<file path="config.mk">
export PLATFORM = sky130hd
export DESIGN_NAME = pipelined_controller_flat
export DESIGN_NICKNAME = d
export VERILOG_FILES = /design/src/rtl/pipelined_controller_if.sv /design/src/rtl/pipelined_controller.sv /design/src/flat_wrapper.sv
export SDC_FILE = /design/constraint.sdc
export NUM_CORES = 1
export LEC_CHECK = 0
export ABC_AREA = 1
export CAP_MARGIN = 20
export CORE_MARGIN = 5
export CORE_UTILIZATION = 50
export CTS_BUF_LIST = sky130_fd_sc_hd__clkbuf_4
export DETAILED_ROUTE_END_ITERATION = 10
export GPL_ROUTABILITY_DRIVEN = 0
export MAX_ROUTING_LAYER = met4
export PLACE_DENSITY = 0.89
export SETUP_SLACK_MARGIN = 0.5
export SLEW_MARGIN = 20
export SYNTH_ARGS = -nofsm -noshare
export SYNTH_HDL_FRONTEND = slang
export SYNTH_SLANG_ARGS = --single-unit
</file>
<file path="constraint.sdc">
create_clock -name clk -period 3.35 [get_ports clk]
set_input_delay 0.8375 -clock clk [delete_from_list [all_inputs] [get_ports clk]]
set_output_delay 0.8375 -clock clk [all_outputs]
set_load 0.1 [all_outputs]
</file>
<file path="src/rtl/pipelined_controller_if.sv">
//-----------------------------------------------------------------------------
// pipelined_controller_if
//
// Bus between the RISC-V datapath and the pipelined control unit.
//   master : datapath side, drives the ID instruction fields and the EX branch
//            resolution, receives stall/flush, the stage controls, forwarding
//            selects and halted.
//   slave  : controller side (pipelined_controller).
//
// Signals:
//   id_opcode[4:0]      inst[6:2] of the instruction in ID
//   id_func3[2:0]       inst[14:12]
//   id_func7            inst[30]
//   id_rs1/id_rs2/id_rd ID register indices
//   ex_branch_taken     EX resolved a taken branch/JAL/JALR this cycle
//   stall, flush        PC/IF-ID hold, IF-ID + ID-EX squash
//   ex_*_sel            EX operand selects
//   mem_dm_w_en         store byte enables in MEM
//   wb_en, wb_sel, wb_rd  write-back controls
//   fwd_rs1/2_sel       EX operand source: 00 regfile, 01 MEM, 10 WB
//   halted              ECALL retired, core frozen
//-----------------------------------------------------------------------------
`timescale 1ns/1ps

interface pipelined_controller_if #(
  parameter int REG_ADDR_W = 5,
  parameter int DM_MASK_W  = 4
);
  logic [4:0]            id_opcode;
  logic [2:0]            id_func3;
  logic                  id_func7;
  logic [REG_ADDR_W-1:0] id_rs1;
  logic [REG_ADDR_W-1:0] id_rs2;
  logic [REG_ADDR_W-1:0] id_rd;
  logic                  ex_branch_taken;

  logic                  stall;
  logic                  flush;
  logic                  ex_alu_src1_sel;
  logic                  ex_alu_src2_sel;
  logic                  ex_jb_src1_sel;
  logic [DM_MASK_W-1:0]  mem_dm_w_en;
  logic                  wb_en;
  logic                  wb_sel;
  logic [REG_ADDR_W-1:0] wb_rd;
  logic [1:0]            fwd_rs1_sel;
  logic [1:0]            fwd_rs2_sel;
  logic                  halted;

  modport master (
    output id_opcode, id_func3, id_func7, id_rs1, id_rs2, id_rd, ex_branch_taken,
    input  stall, flush, ex_alu_src1_sel, ex_alu_src2_sel, ex_jb_src1_sel,
           mem_dm_w_en, wb_en, wb_sel, wb_rd, fwd_rs1_sel, fwd_rs2_sel, halted
  );

  modport slave (
    input  id_opcode, id_func3, id_func7, id_rs1, id_rs2, id_rd, ex_branch_taken,
    output stall, flush, ex_alu_src1_sel, ex_alu_src2_sel, ex_jb_src1_sel,
           mem_dm_w_en, wb_en, wb_sel, wb_rd, fwd_rs1_sel, fwd_rs2_sel, halted
  );
endinterface

</file>
<file path="src/rtl/pipelined_controller.sv">
//-----------------------------------------------------------------------------
// pipelined_controller
//
// Control unit for the 5-stage RISC-V pipeline. Decodes the ID instruction,
// carries its controls through ID/EX, EX/MEM and MEM/WB, detects data hazards,
// produces branch/jump flush, operand-forwarding selects and runs the ECALL
// drain/halt state machine.
//
// Ports:
//   clk    rising-edge clock
//   rst_n  asynchronous active-low reset (pipeline -> bubbles, FSM -> RUN)
//   ctl    pipelined_controller_if.slave (ID fields and EX branch resolution
//          in; stall, flush, stage controls, forwarding selects, halted out)
//
// Parameters:
//   REG_ADDR_W    register-index width
//   DM_MASK_W     store byte-enable width (4 or 8)
//   DRAIN_CYCLES  cycles from ECALL leaving EX until halted asserts
//
// Build option:
//   CTRL_FORWARD_EN defined   : MEM/WB forwarding, stall only on load-use.
//   CTRL_FORWARD_EN undefined : no forwarding (selects tied to 00); stall on
//                               any RAW dependency against EX, MEM or WB until
//                               the producer has left WB.
//-----------------------------------------------------------------------------
`timescale 1ns/1ps

module pipelined_controller #(
  parameter int REG_ADDR_W   = 5,
  parameter int DM_MASK_W    = 4,
  parameter int DRAIN_CYCLES = 2
) (
  input  logic                 clk,
  input  logic                 rst_n,
  pipelined_controller_if.slave ctl
);

  localparam logic [4:0] OP_R_R    = 5'b01100;
  localparam logic [4:0] OP_R_I    = 5'b00100;
  localparam logic [4:0] OP_LOAD   = 5'b00000;
  localparam logic [4:0] OP_STORE  = 5'b01000;
  localparam logic [4:0] OP_BRANCH = 5'b11000;
  localparam logic [4:0] OP_JAL    = 5'b11011;
  localparam logic [4:0] OP_JALR   = 5'b11001;
  localparam logic [4:0] OP_LUI    = 5'b01101;
  localparam logic [4:0] OP_AUIPC  = 5'b00101;
  localparam logic [4:0] OP_ECALL  = 5'b11100;

  localparam int CNT_W = (DRAIN_CYCLES > 0) ? $clog2(DRAIN_CYCLES + 1) : 1;

  typedef struct packed {
    logic                  wb_en;
    logic                  wb_sel;     // also marks a LOAD
    logic                  alu_src1;
    logic                  alu_src2;
    logic                  jb_src1;
    logic                  is_ecall;
    logic [DM_MASK_W-1:0]  dm_mask;
    logic [REG_ADDR_W-1:0] rd;
    logic [REG_ADDR_W-1:0] rs1;
    logic [REG_ADDR_W-1:0] rs2;
  } ex_ctrl_t;

  typedef struct packed {
    logic                  wb_en;
    logic                  wb_sel;
    logic [DM_MASK_W-1:0]  dm_mask;
    logic [REG_ADDR_W-1:0] rd;
  } mem_ctrl_t;

  typedef struct packed {
    logic                  wb_en;
    logic                  wb_sel;
    logic [REG_ADDR_W-1:0] rd;
  } wb_ctrl_t;

  typedef enum logic [1:0] {
    ST_RUN   = 2'd0,
    ST_DRAIN = 2'd1,
    ST_HALT  = 2'd2
  } state_t;

  // Byte enables for SB/SH/SW; SD only exists on an 8-lane data memory.
  function automatic logic [DM_MASK_W-1:0] store_mask(input logic [2:0] f3);
    logic [DM_MASK_W-1:0] m;
    m = '0;
    case (f3)
      3'b000: m[0]   = 1'b1;
      3'b001: m[1:0] = 2'b11;
      3'b010: m[3:0] = 4'hF;
      3'b011: if (DM_MASK_W == 8) m = '1;
      default: m = '0;
    endcase
    return m;
  endfunction

  // Unknown opcodes decode to an all-zero bubble.
  function automatic ex_ctrl_t decode(input logic [4:0]            op,
                                      input logic [2:0]            f3,
                                      input logic [REG_ADDR_W-1:0] rs1,
                                      input logic [REG_ADDR_W-1:0] rs2,
                                      input logic [REG_ADDR_W-1:0] rd);
    ex_ctrl_t c;
    logic     valid;
    c     = '0;
    valid = 1'b1;
    case (op)
      OP_R_R:    begin c.wb_en = 1'b1; c.alu_src2 = 1'b1; end
      OP_R_I:    c.wb_en = 1'b1;
      OP_LOAD:   begin c.wb_en = 1'b1; c.wb_sel = 1'b1; end
      OP_STORE:  c.dm_mask = store_mask(f3);
      OP_BRANCH: c.alu_src2 = 1'b1;
      OP_JAL:    begin c.wb_en = 1'b1; c.alu_src1 = 1'b1; end
      OP_JALR:   begin c.wb_en = 1'b1; c.alu_src1 = 1'b1; c.jb_src1 = 1'b1; end
      OP_LUI:    c.wb_en = 1'b1;
      OP_AUIPC:  begin c.wb_en = 1'b1; c.alu_src1 = 1'b1; end
      OP_ECALL:  c.is_ecall = 1'b1;
      default:   valid = 1'b0;
    endcase
    if (valid) begin
      c.rd  = rd;
      c.rs1 = rs1;
      c.rs2 = rs2;
    end
    return c;
  endfunction

  // {rs2_used, rs1_used} for the ID instruction.
  function automatic logic [1:0] rs_used(input logic [4:0] op);
    logic [1:0] u;
    u = 2'b00;
    case (op)
      OP_R_R, OP_STORE, OP_BRANCH: u = 2'b11;
      OP_R_I, OP_LOAD, OP_JALR, OP_ECALL: u = 2'b01;
      default: u = 2'b00;
    endcase
    return u;
  endfunction

  // A producer writing x0 never creates a dependency.
  function automatic logic raw_hit(input logic                  we,
                                   input logic [REG_ADDR_W-1:0] rd,
                                   input logic [1:0]            used,
                                   input logic [REG_ADDR_W-1:0] rs1,
                                   input logic [REG_ADDR_W-1:0] rs2);
    return we && (rd != '0) &&
           ((used[0] && (rd == rs1)) || (used[1] && (rd == rs2)));
  endfunction

  // MEM is the younger producer, so it wins over WB.
  function automatic logic [1:0] fwd_sel(input logic [REG_ADDR_W-1:0] rs,
                                         input mem_ctrl_t             m,
                                         input wb_ctrl_t              w);
    if (m.wb_en && (m.rd != '0) && (m.rd == rs)) return 2'b01;
    if (w.wb_en && (w.rd != '0) && (w.rd == rs)) return 2'b10;
    return 2'b00;
  endfunction

  ex_ctrl_t  id_dec;
  logic [1:0] id_used;
  ex_ctrl_t  ex_p0;
  mem_ctrl_t mem_p1;
  wb_ctrl_t  wb_p2;

  state_t            state;
  logic [CNT_W-1:0]  drain_cnt;
  logic              fsm_stall;
  logic              halted_q;

  logic       flush;
  logic       stall;
  logic       data_hazard;
  logic [1:0] fwd_rs1;
  logic [1:0] fwd_rs2;

  // func7 does not affect any control this unit produces.
  logic unused_func7;
  assign unused_func7 = ctl.id_func7;

  always_comb begin
    id_dec  = decode(ctl.id_opcode, ctl.id_func3, ctl.id_rs1, ctl.id_rs2, ctl.id_rd);
    id_used = rs_used(ctl.id_opcode);
  end

  assign flush = ctl.ex_branch_taken;

`ifdef CTRL_FORWARD_EN
  // Only a load in EX cannot be forwarded in time; one bubble resolves it.
  assign data_hazard = ex_p0.wb_sel &&
                       raw_hit(ex_p0.wb_en, ex_p0.rd, id_used, ctl.id_rs1, ctl.id_rs2);
  assign fwd_rs1 = fwd_sel(ex_p0.rs1, mem_p1, wb_p2);
  assign fwd_rs2 = fwd_sel(ex_p0.rs2, mem_p1, wb_p2);
`else
  // Without forwarding the consumer waits until the producer has left WB.
  assign data_hazard =
    raw_hit(ex_p0.wb_en,  ex_p0.rd,  id_used, ctl.id_rs1, ctl.id_rs2) ||
    raw_hit(mem_p1.wb_en, mem_p1.rd, id_used, ctl.id_rs1, ctl.id_rs2) ||
    raw_hit(wb_p2.wb_en,  wb_p2.rd,  id_used, ctl.id_rs1, ctl.id_rs2);
  assign fwd_rs1 = 2'b00;
  assign fwd_rs2 = 2'b00;
  logic unused_ex_rs;
  assign unused_ex_rs = ^{ex_p0.rs1, ex_p0.rs2};
`endif

  // Flush wins: a squashed instruction must not hold the front end.
  assign stall = !flush && (data_hazard || fsm_stall);

  // ---- ID -> EX boundary ----
  always_ff @(posedge clk or negedge rst_n) begin
    if (!rst_n) begin
      ex_p0 <= '0;
    end else if (flush || stall) begin
      ex_p0 <= '0;
    end else begin
      ex_p0 <= id_dec;
    end
  end

  // ---- EX -> MEM boundary ----
  always_ff @(posedge clk or negedge rst_n) begin
    if (!rst_n) begin
      mem_p1 <= '0;
    end else begin
      mem_p1.wb_en   <= ex_p0.wb_en;
      mem_p1.wb_sel  <= ex_p0.wb_sel;
      mem_p1.dm_mask <= ex_p0.dm_mask;
      mem_p1.rd      <= ex_p0.rd;
    end
  end

  // ---- MEM -> WB boundary ----
  always_ff @(posedge clk or negedge rst_n) begin
    if (!rst_n) begin
      wb_p2 <= '0;
    end else begin
      wb_p2.wb_en  <= mem_p1.wb_en;
      wb_p2.wb_sel <= mem_p1.wb_sel;
      wb_p2.rd     <= mem_p1.rd;
    end
  end

  // ECALL drain/halt. The counter covers the instructions still ahead of the
  // ECALL in MEM and WB; once they retire the core freezes until reset.
  always_ff @(posedge clk or negedge rst_n) begin
    if (!rst_n) begin
      state     <= ST_RUN;
      drain_cnt <= '0;
      fsm_stall <= 1'b0;
      halted_q  <= 1'b0;
    end else begin
      case (state)
        ST_RUN: begin
          if (ex_p0.is_ecall && !flush) begin
            fsm_stall <= 1'b1;
            if (DRAIN_CYCLES == 0) begin
              state    <= ST_HALT;
              halted_q <= 1'b1;
            end else begin
              state     <= ST_DRAIN;
              drain_cnt <= CNT_W'(DRAIN_CYCLES);
            end
          end
        end
        ST_DRAIN: begin
          if (drain_cnt <= CNT_W'(1)) begin
            drain_cnt <= '0;
            state     <= ST_HALT;
            halted_q  <= 1'b1;
          end else begin
            drain_cnt <= drain_cnt - 1'b1;
          end
        end
        ST_HALT: begin
          fsm_stall <= 1'b1;
          halted_q  <= 1'b1;
        end
        default: begin
          state     <= ST_RUN;
          drain_cnt <= '0;
          fsm_stall <= 1'b0;
          halted_q  <= 1'b0;
        end
      endcase
    end
  end

  assign ctl.stall           = stall;
  assign ctl.flush           = flush;
  assign ctl.ex_alu_src1_sel = ex_p0.alu_src1;
  assign ctl.ex_alu_src2_sel = ex_p0.alu_src2;
  assign ctl.ex_jb_src1_sel  = ex_p0.jb_src1;
  assign ctl.mem_dm_w_en     = mem_p1.dm_mask;
  assign ctl.wb_en           = wb_p2.wb_en;
  assign ctl.wb_sel          = wb_p2.wb_sel;
  assign ctl.wb_rd           = wb_p2.rd;
  assign ctl.fwd_rs1_sel     = fwd_rs1;
  assign ctl.fwd_rs2_sel     = fwd_rs2;
  assign ctl.halted          = halted_q;

endmodule

</file>
<file path="src/flat_wrapper.sv">
// flat-port wrapper written by rule: the top's interface ports become plain ports
module pipelined_controller_flat 
#(
  parameter int REG_ADDR_W   = 5,
  parameter int DM_MASK_W    = 4,
  parameter int DRAIN_CYCLES = 2
)
  (clk, rst_n, ctl_id_opcode, ctl_id_func3, ctl_id_func7, ctl_id_rs1, ctl_id_rs2, ctl_id_rd, ctl_ex_branch_taken, ctl_stall, ctl_flush, ctl_ex_alu_src1_sel, ctl_ex_alu_src2_sel, ctl_ex_jb_src1_sel, ctl_mem_dm_w_en, ctl_wb_en, ctl_wb_sel, ctl_wb_rd, ctl_fwd_rs1_sel, ctl_fwd_rs2_sel, ctl_halted);
  pipelined_controller_if #(.REG_ADDR_W(REG_ADDR_W), .DM_MASK_W(DM_MASK_W)) ctl_i ();
  input  logic clk;
  input  logic rst_n;
  input wire logic [$bits(ctl_i.id_opcode)-1:0] ctl_id_opcode;
  input wire logic [$bits(ctl_i.id_func3)-1:0] ctl_id_func3;
  input wire logic [$bits(ctl_i.id_func7)-1:0] ctl_id_func7;
  input wire logic [$bits(ctl_i.id_rs1)-1:0] ctl_id_rs1;
  input wire logic [$bits(ctl_i.id_rs2)-1:0] ctl_id_rs2;
  input wire logic [$bits(ctl_i.id_rd)-1:0] ctl_id_rd;
  input wire logic [$bits(ctl_i.ex_branch_taken)-1:0] ctl_ex_branch_taken;
  output wire logic [$bits(ctl_i.stall)-1:0] ctl_stall;
  output wire logic [$bits(ctl_i.flush)-1:0] ctl_flush;
  output wire logic [$bits(ctl_i.ex_alu_src1_sel)-1:0] ctl_ex_alu_src1_sel;
  output wire logic [$bits(ctl_i.ex_alu_src2_sel)-1:0] ctl_ex_alu_src2_sel;
  output wire logic [$bits(ctl_i.ex_jb_src1_sel)-1:0] ctl_ex_jb_src1_sel;
  output wire logic [$bits(ctl_i.mem_dm_w_en)-1:0] ctl_mem_dm_w_en;
  output wire logic [$bits(ctl_i.wb_en)-1:0] ctl_wb_en;
  output wire logic [$bits(ctl_i.wb_sel)-1:0] ctl_wb_sel;
  output wire logic [$bits(ctl_i.wb_rd)-1:0] ctl_wb_rd;
  output wire logic [$bits(ctl_i.fwd_rs1_sel)-1:0] ctl_fwd_rs1_sel;
  output wire logic [$bits(ctl_i.fwd_rs2_sel)-1:0] ctl_fwd_rs2_sel;
  output wire logic [$bits(ctl_i.halted)-1:0] ctl_halted;
  assign ctl_i.id_opcode = ctl_id_opcode;
  assign ctl_i.id_func3 = ctl_id_func3;
  assign ctl_i.id_func7 = ctl_id_func7;
  assign ctl_i.id_rs1 = ctl_id_rs1;
  assign ctl_i.id_rs2 = ctl_id_rs2;
  assign ctl_i.id_rd = ctl_id_rd;
  assign ctl_i.ex_branch_taken = ctl_ex_branch_taken;
  assign ctl_stall = ctl_i.stall;
  assign ctl_flush = ctl_i.flush;
  assign ctl_ex_alu_src1_sel = ctl_i.ex_alu_src1_sel;
  assign ctl_ex_alu_src2_sel = ctl_i.ex_alu_src2_sel;
  assign ctl_ex_jb_src1_sel = ctl_i.ex_jb_src1_sel;
  assign ctl_mem_dm_w_en = ctl_i.mem_dm_w_en;
  assign ctl_wb_en = ctl_i.wb_en;
  assign ctl_wb_sel = ctl_i.wb_sel;
  assign ctl_wb_rd = ctl_i.wb_rd;
  assign ctl_fwd_rs1_sel = ctl_i.fwd_rs1_sel;
  assign ctl_fwd_rs2_sel = ctl_i.fwd_rs2_sel;
  assign ctl_halted = ctl_i.halted;
  pipelined_controller #(.REG_ADDR_W(REG_ADDR_W), .DM_MASK_W(DM_MASK_W), .DRAIN_CYCLES(DRAIN_CYCLES)) u_core (.clk(clk), .rst_n(rst_n), .ctl(ctl_i));
endmodule
</file>
==> results.sh, run 1 <==
export IMPL_synth_compound_gate_area_share_pct=3.80
export IMPL_vias_in_the_first_global_route=1605
export IMPL_worst_hold_path_endpoint="u_core.ctl.wb_sel"
export IMPL_maxClockFrequency_mhz=346
export IMPL_rsz0062_at_grt="yes"
export IMPL_ff2ff_path_depth=11
export IMPL_grt_overflow_total=0
export IMPL_worst_hold_path_type="register to register"
export IMPL_final_period_utilization_pct=86.4
export IMPL_clockBufferDepth=2
export IMPL_average_routed_wire_per_standard_cell_um=13.0
export IMPL_finalSetupViolCount=0
export IMPL_place_worst_setup_slack_ns=0.0884
export IMPL_antenna_cells=0
export IMPL_synth_yosys_warnings=0
export IMPL_netlist_instances=233
export IMPL_die_width_um=72.4
export IMPL_route_detailed_drc=0
export IMPL_worst_case_register_to_register_setup_slack_ns=1.57
export IMPL_wirelength_mm=4.50
export IMPL_relSlewSlack_pct=46.3
export IMPL_synth_distinct_cells=27
export IMPL_synth_xor_xnor_area_share_pct=9.01
export IMPL_postSynth_asyncResetShare_pct=100
export IMPL_outcome="finished, final reports clean"
export IMPL_setup_worst_path_end_class="register"
export IMPL_fill_cell_count=278
export IMPL_boundaryPins=48
export IMPL_hpwlAfterDp_mm=2.90
export IMPL_routed_via_density=4.86
export IMPL_post_synth_fa_ha_maj_area_fraction_pct=1.93
export IMPL_ys_ff_latch=37
export IMPL_worstHoldPathCells=0
export IMPL_largest_net_degree_at_the_start_of_global_routing=38
export IMPL_netlist_top_cells_area="sky130_fd_sc_hd__dfrtp_1 (48%), sky130_fd_sc_hd__nand2_1 (10%), sky130_fd_sc_hd__xor2_1 (6.8%)"
export IMPL_maximum_vdd_drop_mv=0.703
export IMPL_worst_setup_path_type="input port to register"
export IMPL_route_vias_total=1681
export IMPL_cpPeakStageDelay_ns=0.17
export IMPL_cts_buffers=5
export IMPL_setup_tns_ns=0
export IMPL_synthesis_area_per_instance_sq_um=8.34
export IMPL_ctsHtreeMaxLevel=2
export IMPL_post_synth_mux_area_share_pct=0.579
export IMPL_detailedRoute_firstPassIterationCount=4
export IMPL_final_max_slew_violation_count=0
export IMPL_netlist_area_leader_share_pct=47.6
export IMPL_reg2reg_launch_point="u_core.mem_p1[0]"
export IMPL_pwr_density_cell_nw_per_um2=497
export IMPL_rr_endpoint="u_core.ex_p0[12]"
export IMPL_cts_hold_buf=0
export IMPL_die_area_sq_um=5240
export IMPL_cts_root_buffer_cell="sky130_fd_sc_hd__clkbuf_4"
export IMPL_number_of_antenna_violating_nets_in_the_routed_design=0
export IMPL_synth_simple_gate_area_share_pct=26.8
export IMPL_grtUsageTotal_pct=18.1
export IMPL_critical_path_top_cell_by_count="sky130_fd_sc_hd__buf_4"
export IMPL_timing_critical_path_from="ctl_id_opcode[1]"
export IMPL_initial_utilization_pct=52.3
export IMPL_fin_worst_skew_ns=0.00816
export IMPL_largest_family_of_logic_cells_by_synthesized_area="simple AND/OR/NAND/NOR gates"
export IMPL_crit_slowest_cell="sky130_fd_sc_hd__nor3_4"
export IMPL_synth_most_common_cell="sky130_fd_sc_hd__nand2_1"
export IMPL_core_box_area_sq_um=3720
export IMPL_timing_hold_violations_final=0
export IMPL_required_ns=3.64
export IMPL_finalHoldWorstSlack_ns=0.356
export IMPL_cts_clk_slew_worst_paths_ns=0.11
export IMPL_period_needed_ns=2.89
export IMPL_numPortBuffers=42
export IMPL_crit_arrival_ns=3.18
export IMPL_max_cap_violations=0
export IMPL_synth_sequential_area_ratio_pct=47.6
export IMPL_core_rowCount=22
export IMPL_synth_top_cells_by_count="sky130_fd_sc_hd__nand2_1 (53), sky130_fd_sc_hd__dfrtp_1 (37), sky130_fd_sc_hd__nor2_1 (32), sky130_fd_sc_hd__inv_1 (30), sky130_fd_sc_hd__xor2_1 (15)"
export IMPL_drt_iter0_drc=79
export IMPL_tritoncts="done"
export IMPL_tritoncts_num_sinks=37
export IMPL_critical_path_startpoint_category="input port"
export IMPL_crit_path_cell_trace="buf_2, nor2_4, inv_2, nor3_4, nand2_2, buf_6, buf_4, buf_4, buf_4, buf_4, buf_4, buf_4, buf_4, buf_4, buf_4, buf_4, buf_4, buf_4, o21a_1, nor2_2"
export IMPL_power_leakage_nw=1.37
export IMPL_drive_gt1_share_pct=33.9
export IMPL_yosys_area_top_type="sky130_fd_sc_hd__dfrtp_1"
export IMPL_timing_final_ws_setup_ns=0.456
export IMPL_syn_cell_area_sq_um=1940
export IMPL_synth_enable_flop_cells=0
export IMPL_clock_insertion_delay_worst_skew_ns=0.35
export IMPL_die_y_um=72.4
export IMPL_antenna_found_initial=0
export IMPL_final_nets=327
export IMPL_synthToLayoutAreaGrowth_pct=33.3
export IMPL_hold_start="u_core.mem_p1[9]"
export IMPL_critical_path_peak_fanout=3
export IMPL_worst_pin_slew_ns=0.806
export IMPL_grt_first_pass_wirelength_mm=7.03
export IMPL_most_used_flip_flop_cell_after_synthesis="sky130_fd_sc_hd__dfrtp_1"
==> metal layers <==
metal	vias up	wire length, um	track usage, %
li1	831	-	-
met1	779	1760	20.7
met2	63	2340	29.8
met3	8	328	5.68
met4	0	68	6.05
met5	-	0	-
==> worst max-delay path: cells and delay by family <==
family,cells,cell delay (ns)
AO/OA/AOI/OAI,1,0.10
buffers and inverters,15,1.78
AND/OR/NAND/NOR,4,0.47
==> stage by stage <==
stage	total power [mW]	util, %	area [sq um]	instances
finish	1.29	69.8	2590	346
global route	1.37	69.8	2590	346
CTS	1.27	67.7	2510	343
detailed placement	1.05	63.4	2350	319
global placement	1.03	63.4	2350	319
floorplan	0.919	-	1970	236
==> worst max path at each step <==
stage,slack (ns),end,cells past startpoint
5_1_grt,0.40,u_core.ctl.ex_alu_src2_sel,20
2_1_floorplan,0.56,ctl_stall,10
3_5_place_dp,0.09,ctl_stall,11
3_3_place_gp,0.10,ctl_stall,12
6_report,0.46,u_core.ctl.ex_alu_src2_sel,20
4_1_cts,0.51,ctl_stall,10
==> cell usage in the layout (no fill, tap or decap), types with 2 or more instances in the layout <==
master,synthesis,routed
sky130_fd_sc_hd__a21oi_1,5,5
sky130_fd_sc_hd__nor2_1,32,30
sky130_fd_sc_hd__nor3_1,5,4
sky130_fd_sc_hd__o21a_1,2,2
sky130_fd_sc_hd__clkinv_1,0,2
sky130_fd_sc_hd__xnor2_1,5,2
sky130_fd_sc_hd__buf_2,0,7
sky130_fd_sc_hd__nor2_2,9,9
sky130_fd_sc_hd__dfrtp_1,37,32
sky130_fd_sc_hd__xor2_1,15,15
sky130_fd_sc_hd__conb_1,1,4
sky130_fd_sc_hd__nor2_4,1,3
sky130_fd_sc_hd__clkbuf_4,0,5
sky130_fd_sc_hd__xnor2_2,0,3
sky130_fd_sc_hd__clkdlybuf4s50_1,0,9
sky130_fd_sc_hd__inv_1,30,23
sky130_fd_sc_hd__nand2_2,1,4
sky130_fd_sc_hd__nand2_1,53,49
sky130_fd_sc_hd__clkbuf_2,0,3
sky130_fd_sc_hd__buf_4,9,40
sky130_fd_sc_hd__ha_1,3,3
sky130_fd_sc_hd__inv_2,1,6
sky130_fd_sc_hd__nand3_2,0,4
sky130_fd_sc_hd__dfrtp_2,0,5
sky130_fd_sc_hd__nand3_1,14,10
sky130_fd_sc_hd__buf_6,1,3
==> state kept, by name (all words and copies together) (netlist names), 2 cells and up <==
signal and cells:
u_core.ex_p0 11, u_core.state 2, u_core.mem_p1 7, u_core.drain_cnt 2, u_core.ctl.wb_rd 5, u_core.ctl.mem_dm_w_en 3
==> where the power goes <==
part	leakage (nW)	internal [mW]	switching, mW
sequential	0.494	0.501	0.0366
clock	0.0300	0.0758	0.144
combinational	0.846	0.174	0.358
total	1.37	0.751	0.539
==> layout make-up <==
class                      instances  area [sq um]  area share (%)
clock buffer                       5          37.5            1.45
clock inverter                     3          12.5           0.483
inverter                          31           123            4.73
multi-input combinational        158           918            35.4
sequential                        37           932            36.0
tap                               48          60.1            2.32
timing repair buffer              64           509            19.6
==> logic make-up after synthesis <==
group | Yosys count
AND/OR/NAND/NOR | 118
buffers and inverters | 41
flip-flops | 37
XOR/XNOR | 20
AO/OA/AOI/OAI | 12
adder cells (fa/ha/maj) | 3
other | 1
multiplexers | 1
==> repair_timing <==
action / CTS / global route
gates resized for setup: 64 / 28
pin swaps: 15 / 16
setup endpoints to repair: 1 / 2
buffers inserted: 16 / 3
(Power assumes the default switching activity.)
==> run 2: changes to the inputs <==
CORE_MARGIN = 2   (was 5)
SETUP_SLACK_MARGIN = 0.2   (was 0.5)
==> results.sh, run 2 (synthesized netlist as in run 1, its figures left out) <==
export IMPL_outcome="finished, final reports clean"
export IMPL_layout_commonest_cell="sky130_fd_sc_hd__nand2_1"
export IMPL_design_area_sq_um=2430
export IMPL_cts_hold_buf=0
export IMPL_timing_hold_violations_final=0
export IMPL_clockBufferDepth=2
export IMPL_path_buf_inv=4
export IMPL_numPortBuffers=42
export IMPL_cell_area_after_placement_sq_um=2320
export IMPL_crit_slowest_cell="sky130_fd_sc_hd__dlygate4sd2_1"
export IMPL_commonest_cells_after_routing_fill_and_taps_aside="sky130_fd_sc_hd__nand2_1 (48), sky130_fd_sc_hd__dfrtp_1 (37), sky130_fd_sc_hd__nor2_1 (31)"
export IMPL_critical_path_peak_fanout=3
export IMPL_final_max_slew_violation_count=0
export IMPL_cts_clk_slew_worst_paths_ns=0.10
export IMPL_period_needed_ns=3.05
export IMPL_hpwlAfterDp_mm=2.76
export IMPL_die_y_um=66.4
export IMPL_place_worst_setup_slack_ns=0.0972
export IMPL_total_power_mw=1.25
export IMPL_die_area_sq_um=4400
export IMPL_crit_arrival_ns=2.21
export IMPL_crit_path_cell_trace="dlygate4sd2_1, nor2_1, inv_1, nor3_4, nand2_2, nand2_2, nand2_2, nand3_1, nand2_1, inv_2, buf_12"
export IMPL_placed_cells_incl_taps=316
export IMPL_vias_in_the_first_global_route=1475
export IMPL_relSlewSlack_pct=47.1
export IMPL_route_vias_total=1560
export IMPL_routed_via_density=4.77
export IMPL_antenna_found_initial=0
export IMPL_timing_final_ws_setup_ns=0.298
export IMPL_fin_worst_skew_ns=0.00351
export IMPL_route_detailed_drc=0
export IMPL_core_rowCount=22
export IMPL_grt_first_pass_wirelength_mm=6.12
export IMPL_cts_buffers=5
export IMPL_maxClockFrequency_mhz=328
export IMPL_required_ns=2.51
export IMPL_setup_worst_path_end_class="output port"
export IMPL_setup_tns_ns=0
export IMPL_core_box_area_sq_um=3690
export IMPL_rsz0062_at_grt="no"
export IMPL_finalHoldWorstSlack_ns=0.357
export IMPL_largest_net_degree_at_the_start_of_global_routing=38
export IMPL_initial_utilization_pct=52.7
export IMPL_max_cap_violations=0
export IMPL_grtUsageTotal_pct=19.0
export IMPL_tritoncts="done"
export IMPL_ctsHtreeMaxLevel=2
export IMPL_number_of_antenna_violating_nets_in_the_routed_design=0
export IMPL_grt_overflow_total=0
export IMPL_final_nets=309
export IMPL_most_flops_register="u_core.ex_p0"
export IMPL_maximum_vdd_drop_mv=0.579
export IMPL_detailedRoute_firstPassIterationCount=5
export IMPL_tritoncts_num_sinks=37
export IMPL_cts_root_buffer_cell="sky130_fd_sc_hd__clkbuf_4"
export IMPL_die_width_um=66.4
export IMPL_antenna_cells=0
export IMPL_pwr_density_cell_nw_per_um2=515
export IMPL_drive_gt1_share_pct=18.6
export IMPL_worst_setup_path_type="input port to output port"
export IMPL_wirelength_mm=3.79
export IMPL_critical_path_top_cell_by_count="sky130_fd_sc_hd__nand2_2"
export IMPL_fill_cell_count=334
export IMPL_drt_iter0_drc=63
export IMPL_max_ffs_per_register=11
export IMPL_critical_path_startpoint_category="input port"
export IMPL_finalSetupViolCount=0
export IMPL_average_routed_wire_per_standard_cell_um=11.6
export IMPL_layout_core_utilization_pct=65.8
export IMPL_power_leakage_nw=1.30
export IMPL_boundaryPins=48
export IMPL_worst_hold_path_type="register to register"
export IMPL_worst_pin_slew_ns=0.793
export IMPL_clock_insertion_delay_worst_skew_ns=0.34
export IMPL_cpPeakStageDelay_ns=0.26
export IMPL_synthToLayoutAreaGrowth_pct=24.8
export IMPL_finalNonFillerCells=327
export IMPL_final_period_utilization_pct=91.1
export IMPL_timing_critical_path_max_delay_family="simple AND/OR/NAND/NOR gates"
run 2: cell types whose count changed in the layout (fill, tap and decap cells not counted), moves of 3 or more:
cell / before / now
sky130_fd_sc_hd__nand3_2: 4 / 1
sky130_fd_sc_hd__inv_1: 23 / 28
sky130_fd_sc_hd__dfrtp_2: 5 / 0
sky130_fd_sc_hd__dlygate4sd2_1: 0 / 13
sky130_fd_sc_hd__dfrtp_1: 32 / 37
sky130_fd_sc_hd__nand3_1: 10 / 13
sky130_fd_sc_hd__inv_2: 6 / 3
sky130_fd_sc_hd__xnor2_1: 2 / 5
sky130_fd_sc_hd__buf_6: 3 / 0
sky130_fd_sc_hd__buf_2: 7 / 1
sky130_fd_sc_hd__clkbuf_2: 3 / 0
sky130_fd_sc_hd__xnor2_2: 3 / 0
sky130_fd_sc_hd__buf_4: 40 / 20
run 2: repair_timing:
action / CTS / global route
resized for setup: 18 / 9
setup endpoints to repair: 1 / 1
pin swaps: 6 / 2
buffers inserted: 2 / 2
run 2: routing by layer:
metal	vias up	part of all wire [%]	track usage [%]
li1	790	-	-
met3	5	6.0	4.77
met2	46	51	32.6
met1	719	41	21.2
met5	-	0	-
met4	0	1.4	7.40
run 2: worst reg2reg max path: stages (launching register included):
cell,delay (ns)
sky130_fd_sc_hd__dfrtp_1,0.44
sky130_fd_sc_hd__or2_1,0.24
sky130_fd_sc_hd__nand3_1,0.09
sky130_fd_sc_hd__nor2_1,0.04
sky130_fd_sc_hd__nand2_1,0.06
sky130_fd_sc_hd__nand3_1,0.11
sky130_fd_sc_hd__nand2_2,0.09
sky130_fd_sc_hd__buf_4,0.11
sky130_fd_sc_hd__nand4_4,0.24
sky130_fd_sc_hd__nor2_1,0.19
run 2: where the power goes:
part	internal, mW	switching, mW	leakage [nW]
registers	0.500	0.0334	0.502
clock network	0.0842	0.138	0.0292
logic	0.161	0.331	0.770
total	0.746	0.503	1.30
run 2: worst paths after layout:
kind / start / end / slack, ns / cells past startpoint
max in group asynchronous: rst_n / u_core.ctl.ex_alu_src2_sel / 2.28 / 1
min: u_core.mem_p1[9] / u_core.ctl.wb_sel / 0.36 / 0
min reg2reg: u_core.mem_p1[9] / u_core.ctl.wb_sel / 0.36 / 0
max reg2reg: u_core.ex_p0[11] / u_core.ex_p0[24] / 1.68 / 9
min in group asynchronous: rst_n / u_core.ctl.wb_rd[2] / 0.56 / 1
max: ctl_id_opcode[1] / ctl_stall / 0.30 / 11
run 2: layout make-up:
| cell class | count | area, sq um | area share, % |
|---|---|---|---|
| tap | 48 | 60.1 | 2.48 |
| inverter | 31 | 116 | 4.80 |
| timing repair buffer | 46 | 404 | 16.7 |
| clock inverter | 1 | 3.75 | 0.155 |
| multi-input combinational | 158 | 871 | 35.9 |
| sequential | 37 | 926 | 38.2 |
| clock buffer | 6 | 45.0 | 1.86 |
